--- src/rtl/uart_pkg.sv ---
// ---------------------------------------------------------------------------
// uart_pkg
//   Shared UART definitions used by both the receiver and the transmitter.
//   - UART_CLKS_PER_BIT : default bit period in clk cycles (must match on
//                         both sides of the link)
//   - UART_DATA_W       : payload width of one frame
//   - rx_state_e        : receiver FSM state encoding
// ---------------------------------------------------------------------------
package uart_pkg;

  localparam int UART_CLKS_PER_BIT = 16;
  localparam int UART_DATA_W       = 8;

  typedef enum logic [2:0] {
    IDLE    = 3'd0,
    START   = 3'd1,
    DATA    = 3'd2,
    STOP    = 3'd3,
    WAIT_HI = 3'd4
  } rx_state_e;

endpackage

--- src/rtl/uart_rx_sync.sv ---
// ---------------------------------------------------------------------------
// uart_rx_sync
//   Two-flop synchronizer for a single asynchronous input. Reset loads
//   RESET_VAL into both stages so an idle-high line does not look like an
//   edge coming out of reset.
//
//   Ports:
//     clk  in   system clock
//     rst  in   asynchronous, active-high reset
//     d    in   asynchronous input
//     q    out  synchronized copy of d (two clk cycles of latency)
// ---------------------------------------------------------------------------
module uart_rx_sync #(
  parameter logic RESET_VAL = 1'b1
) (
  input  logic clk,
  input  logic rst,
  input  logic d,
  output logic q
);

  logic meta;

  // NOTE: sequential state is always written with <= so every flop samples
  // the pre-edge value of its neighbours; with = the two stages would
  // collapse into one.
  always_ff @(posedge clk or posedge rst) begin
    if (rst) begin
      meta <= RESET_VAL;
      q    <= RESET_VAL;
    end else begin
      meta <= d;
      q    <= meta;
    end
  end

endmodule

--- src/rtl/uart_rx.sv ---
// ---------------------------------------------------------------------------
// uart_rx
//   8N1 UART receiver: idle-high line, start bit, 8 data bits LSB first,
//   one stop bit. The serial input is synchronized, the start bit is
//   re-checked at mid-bit, every bit is sampled at mid-bit and a good byte
//   is delivered with a one-cycle data_valid pulse.
//
//   Optional feature (macro UART_RX_MAJORITY_EN):
//     defined   - the sample value is the 2-of-3 majority of rx_s over the
//                 three cycles ending at the sample point, rejecting a
//                 single-cycle glitch there.
//     undefined - the sample value is rx_s at the sample point.
//   Timing is identical in both builds.
//
//   Ports:
//     clk         in   system clock
//     rst         in   asynchronous, active-high reset
//     rx          in   serial input, asynchronous, idle high
//     data_out    out  last correctly received byte, held until next good frame
//     data_valid  out  one-cycle pulse: data_out updated this cycle
//     frame_err   out  one-cycle pulse: stop bit sampled low, byte discarded
//     busy        out  high whenever the FSM is not in IDLE
// ---------------------------------------------------------------------------
module uart_rx
  import uart_pkg::*;
#(
  parameter int CLKS_PER_BIT = UART_CLKS_PER_BIT
) (
  input  logic                   clk,
  input  logic                   rst,
  input  logic                   rx,
  output logic [UART_DATA_W-1:0] data_out,
  output logic                   data_valid,
  output logic                   frame_err,
  output logic                   busy
);

  localparam int                BAUD_W   = $clog2(CLKS_PER_BIT);
  localparam logic [BAUD_W-1:0] BAUD_MAX = BAUD_W'(CLKS_PER_BIT - 1);
  localparam logic [BAUD_W-1:0] BAUD_MID = BAUD_W'(CLKS_PER_BIT / 2 - 1);

  rx_state_e              state;
  logic [BAUD_W-1:0]      baud_cnt;
  logic [2:0]             bit_cnt;
  logic [UART_DATA_W-1:0] shift_reg;
  logic                   rx_s;
  logic                   sample;

  // -------------------------------------------------------------------------
  // Input synchronizer (idle-high reset value)
  // -------------------------------------------------------------------------
  uart_rx_sync #(
    .RESET_VAL (1'b1)
  ) u_sync (
    .clk (clk),
    .rst (rst),
    .d   (rx),
    .q   (rx_s)
  );

  // -------------------------------------------------------------------------
  // Sample value
  // -------------------------------------------------------------------------
`ifdef UART_RX_MAJORITY_EN
  // Two stored values plus the live rx_s form the 3-cycle window ending at
  // the sample point, so the decision lands on the same edge as the plain
  // build.
  logic [1:0] hist;
  logic [2:0] window;

  always_ff @(posedge clk or posedge rst) begin
    if (rst) begin
      hist <= 2'b11;
    end else begin
      hist <= {hist[0], rx_s};
    end
  end

  assign window = {hist, rx_s};
  assign sample = (window[0] & window[1]) |
                  (window[0] & window[2]) |
                  (window[1] & window[2]);
`else
  assign sample = rx_s;
`endif

  // -------------------------------------------------------------------------
  // Receive FSM with registered outputs
  // -------------------------------------------------------------------------
  always_ff @(posedge clk or posedge rst) begin
    if (rst) begin
      state      <= IDLE;
      baud_cnt   <= '0;
      bit_cnt    <= '0;
      // NOTE: shift_reg is an ordinary 8-bit register, not a memory, so it
      // is cleared with the rest of the state; a partial byte must never
      // survive a reset.
      shift_reg  <= '0;
      data_out   <= '0;
      data_valid <= 1'b0;
      frame_err  <= 1'b0;
    end else begin
      // Pulses default low and are raised only in the cycle of the event.
      data_valid <= 1'b0;
      frame_err  <= 1'b0;

      case (state)
        IDLE: begin
          if (!rx_s) begin
            state    <= START;
            baud_cnt <= '0;
          end
        end

        // Re-check the start bit at its middle; a high sample is a glitch.
        START: begin
          if (baud_cnt == BAUD_MID) begin
            baud_cnt <= '0;
            if (!sample) begin
              state   <= DATA;
              bit_cnt <= '0;
            end else begin
              state <= IDLE;
            end
          end else begin
            baud_cnt <= baud_cnt + 1'b1;
          end
        end

        // Counting a full bit period from mid-start lands on mid-data.
        DATA: begin
          if (baud_cnt == BAUD_MAX) begin
            baud_cnt           <= '0;
            shift_reg[bit_cnt] <= sample;
            if (bit_cnt == 3'd7) begin
              state <= STOP;
            end else begin
              bit_cnt <= bit_cnt + 1'b1;
            end
          end else begin
            baud_cnt <= baud_cnt + 1'b1;
          end
        end

        // Leaving at mid-stop gives half a bit of slack to catch a
        // back-to-back start edge.
        STOP: begin
          if (baud_cnt == BAUD_MAX) begin
            baud_cnt <= '0;
            if (sample) begin
              data_out   <= shift_reg;
              data_valid <= 1'b1;
              state      <= IDLE;
            end else begin
              frame_err <= 1'b1;
              state     <= WAIT_HI;
            end
          end else begin
            baud_cnt <= baud_cnt + 1'b1;
          end
        end

        // A held-low line (break) must return high before a new start
        // can be recognised.
        WAIT_HI: begin
          if (rx_s) begin
            state <= IDLE;
          end
        end

        // NOTE: the default arm recovers from unused encodings; in a
        // clocked block a missing branch only holds state, but in
        // combinational logic it would infer a latch.
        default: begin
          state <= IDLE;
        end
      endcase
    end
  end

  assign busy = (state != IDLE);

endmodule

--- config.mk ---
export PLATFORM = sky130hd
export DESIGN_NAME = uart_rx
export DESIGN_NICKNAME = d
export VERILOG_FILES = /design/src/rtl/uart_pkg.sv /design/src/rtl/uart_rx_sync.sv /design/src/rtl/uart_rx.sv
export SDC_FILE = /design/constraint.sdc
export NUM_CORES = 1
export LEC_CHECK = 0
export CORE_MARGIN = 2
export CORE_UTILIZATION = 59
export CTS_BUF_LIST = sky130_fd_sc_hd__clkbuf_8
export DETAILED_ROUTE_END_ITERATION = 10
export PLACE_DENSITY = 0.82
export SETUP_SLACK_MARGIN = 0.1
export SLEW_MARGIN = 20
export SYNTH_ARGS = -nofsm -noshare
export SYNTH_HDL_FRONTEND = slang
export SYNTH_HIERARCHICAL = 1
export SYNTH_SLANG_ARGS = --single-unit
--- constraint.sdc ---
create_clock -name clk -period 1.95 [get_ports clk]
set_input_delay 0.39 -clock clk [delete_from_list [all_inputs] [get_ports clk]]
set_output_delay 0.39 -clock clk [all_outputs]
set_load 0.02 [all_outputs]
==> out/qor.yml <==
vias_per_cell: 6.07
rsz0062_at_grt: "false"
worstPathArrival_ps: 1970
setup_viol: 0
min_period_ps: 1800
die_x_um: 54.9
totalWireLength_um: 3290
fin_setup_tns_ps: 0
ys.flop_type: "dfrtp_1"
combPwrFrac_pct: 35.2
yosysUniqueCellTypes: 46
timing.slew.headroom_pct: 71.0
drtPass1Iterations: 4
p_sw_share_pct: 34.8
first_iter_violations: 32
worst_slew_pin_slew_ps: 428
die_h_um: 54.9
dp_hpwl_um: 2290
yosysTopAreaCell: "dfrtp_1"
start_util_pct: 62.2
root_buffer: "clkbuf_8"
cts.clk_slew.worst_paths_ps: 60
drc: 0
syn_area_mm2: 0.00153
area_growth_pct: 19.1
crit_path_end: "data_out[5]"
cts_buffers: 5
fmax_mhz: 557
synth_area_leaders: "dfrtp_1 (46%), mux2_4 (7.9%), mux2_2 (5.2%)"
portBuffers: 13
powerDensity_mw_per_mm2: 1130
met1_length_um: 1350
met3_length_um: 135
clock_latency_ps: 290
synth_fp_nets: 134
power.internal_mw: 1.34
r2r_start: "baud_cnt[1]"
startpoint_type: "flop"
yosys.cell_count.top_type: "dfrtp_1"
fp-row-count: 18
max_cap_viol_count: 0
grt_use_total_pct: 27.2
crit_required_ps: 2120
drive_gt1_share_pct: 27.6
dieArea_mm2: 0.00301
clock-skew-final_ps: 6.92
reg2reg_to: "data_out[5]"
place.gp.congestion: 0.892
wl_per_cell_um: 18.1
avgSynthCellArea_um2: 11.9
finalNetCount: 157
drv_slew: 0
finalCritPeriodShare_pct: 92.1
p_switching_uw: 716
yosysWarnings: 6
whs_ps: 372
grt_start_max_net_pins: 29
synth_common_cells: "dfrtp_1 (28), mux2_4 (8), nor2_1 (8)"
cts_sinks: 30
cts_max_path_buffers: 2
p_clk_share_pct: 24.9
cts_hold_buf: 0
top_layer_used: "met4"
async_reset_ff_share_pct: 100
p_leak_nw: 0.888
met2_length_um: 1730
synth-seq-cells: 30
worst-setup-path-type: "reg -> reg"
antenna_found_initial: 0
grt_pass1_wl_um: 5420
pwr-share-seq_pct: 40.0
diodes: 0
netlist_instances: 128
worstPathMaxFanout: 9
vdd_drop_max_v: 0.000962
worstSetupStartpoint: "baud_cnt[1]"
ff2ff_path_depth: 5
yosysSeqAreaShare_pct: 49.3
endpoint_kind: "flop"
io_pins: 14
min_path_type: "reg -> reg"
ctsHtreeMaxLevel: 2
ant_nets: 0
status: "finished, final reports clean"
rrSetupSlack_ps: 150
synth_edf_count: 0
floorplan.core_area_mm2: 0.00245
gr-total-overflow: 0
grt_pass1_vias: 1124
synth_top_area_share_pct: 45.9
cts_tree: "done"
hold_viol: 0
route.vias.total: 1104
## stage by stage
step | utilization, % | area [um^2] | worst slack, ps | total power, mW | instances
CTS | 73.9 | 1810 | 135 | 2.05 | 182
finish | 74.1 | 1820 | 154 | 2.06 | 182
detailed placement | 69.5 | 1710 | 120 | 1.51 | 172
global route | 74.1 | 1820 | 103 | 2.18 | 182
global placement | 69.5 | 1710 | 215 | 1.45 | 172
floorplan | - | 1530 | 169 | 1.32 | 128
## layout make-up
class / instances / area (um^2)
clock buffer: 6 / 82.6
clock inverter: 2 / 8.76
fill: 161 / 637
inverter: 7 / 26.3
multi-input combinational: 81 / 677
sequential: 30 / 756
tap: 30 / 37.5
timing repair buffer: 26 / 230
## critical path: stages, from the launching register on
cell	delay, ps
dfrtp_1	360
ha_1	190
nand4_1	130
or4b_1	520
buf_6	180
mux2_4	300
## power by group through the flow
stage | registers [mW] | logic, mW | clock network [mW]
floorplan | 0.772 | 0.549 | 0
global placement | 0.814 | 0.638 | 0
detailed placement | 0.832 | 0.675 | 0
CTS | 0.815 | 0.718 | 0.520
global route | 0.833 | 0.797 | 0.551
finish | 0.822 | 0.723 | 0.512
## routing by layer
layer	vias up	global-route usage, %
li1	514	-
met1	554	29.7
met2	27	46.2
met3	9	9.56
met4	0	13.3
met5	-	0
## kinds of logic after synthesis
logic type / Yosys count / share of synthesized area (%)
and+or+nand+nor: 41 / 16.6
muxes: 18 / 15.1
adders and majority gates: 3 / 2.46
DFF: 30 / 49.3
buffers and inverters: 17 / 6.31
xor gates and xnor gates: 1 / 0.574
AOI/OAI and AO/OA: 18 / 9.59
## placed cells by master, fill, tap and decap left out, types with 2 or more instances in the layout
master / n
nand4_1: 4
buf_4: 12
a21oi_1: 2
a221o_1: 2
mux2_2: 7
dfrtp_2: 2
nor2_1: 8
a22o_1: 2
mux2_4: 8
inv_1: 8
clkdlybuf4s50_1: 12
o211a_1: 2
a21o_1: 2
mux2i_1: 2
nand2_1: 4
clkbuf_8: 6
dfrtp_1: 26
nor3_1: 4
ha_1: 3
nand3_1: 4
nand2b_1: 2
nor2b_1: 2
dfstp_2: 2
## worst min path at each step
stage	start	end	slack (ps)	cells after the start
2_1_floorplan	rst	u_sync/meta	300	1
3_3_place_gp	u_sync/meta	u_sync/q	350	0
3_5_place_dp	u_sync/meta	u_sync/q	360	0
4_1_cts	u_sync/meta	u_sync/q	370	0
5_1_grt	u_sync/meta	u_sync/q	380	0
6_report	u_sync/meta	u_sync/q	370	0
## what timing repair did
action / in CTS / in global routing
setup buffers: 2 / 0
endpoints found under the setup margin: 9 / 8
gates resized for setup: 2 / 2
Power figures use the tool's default switching activity.
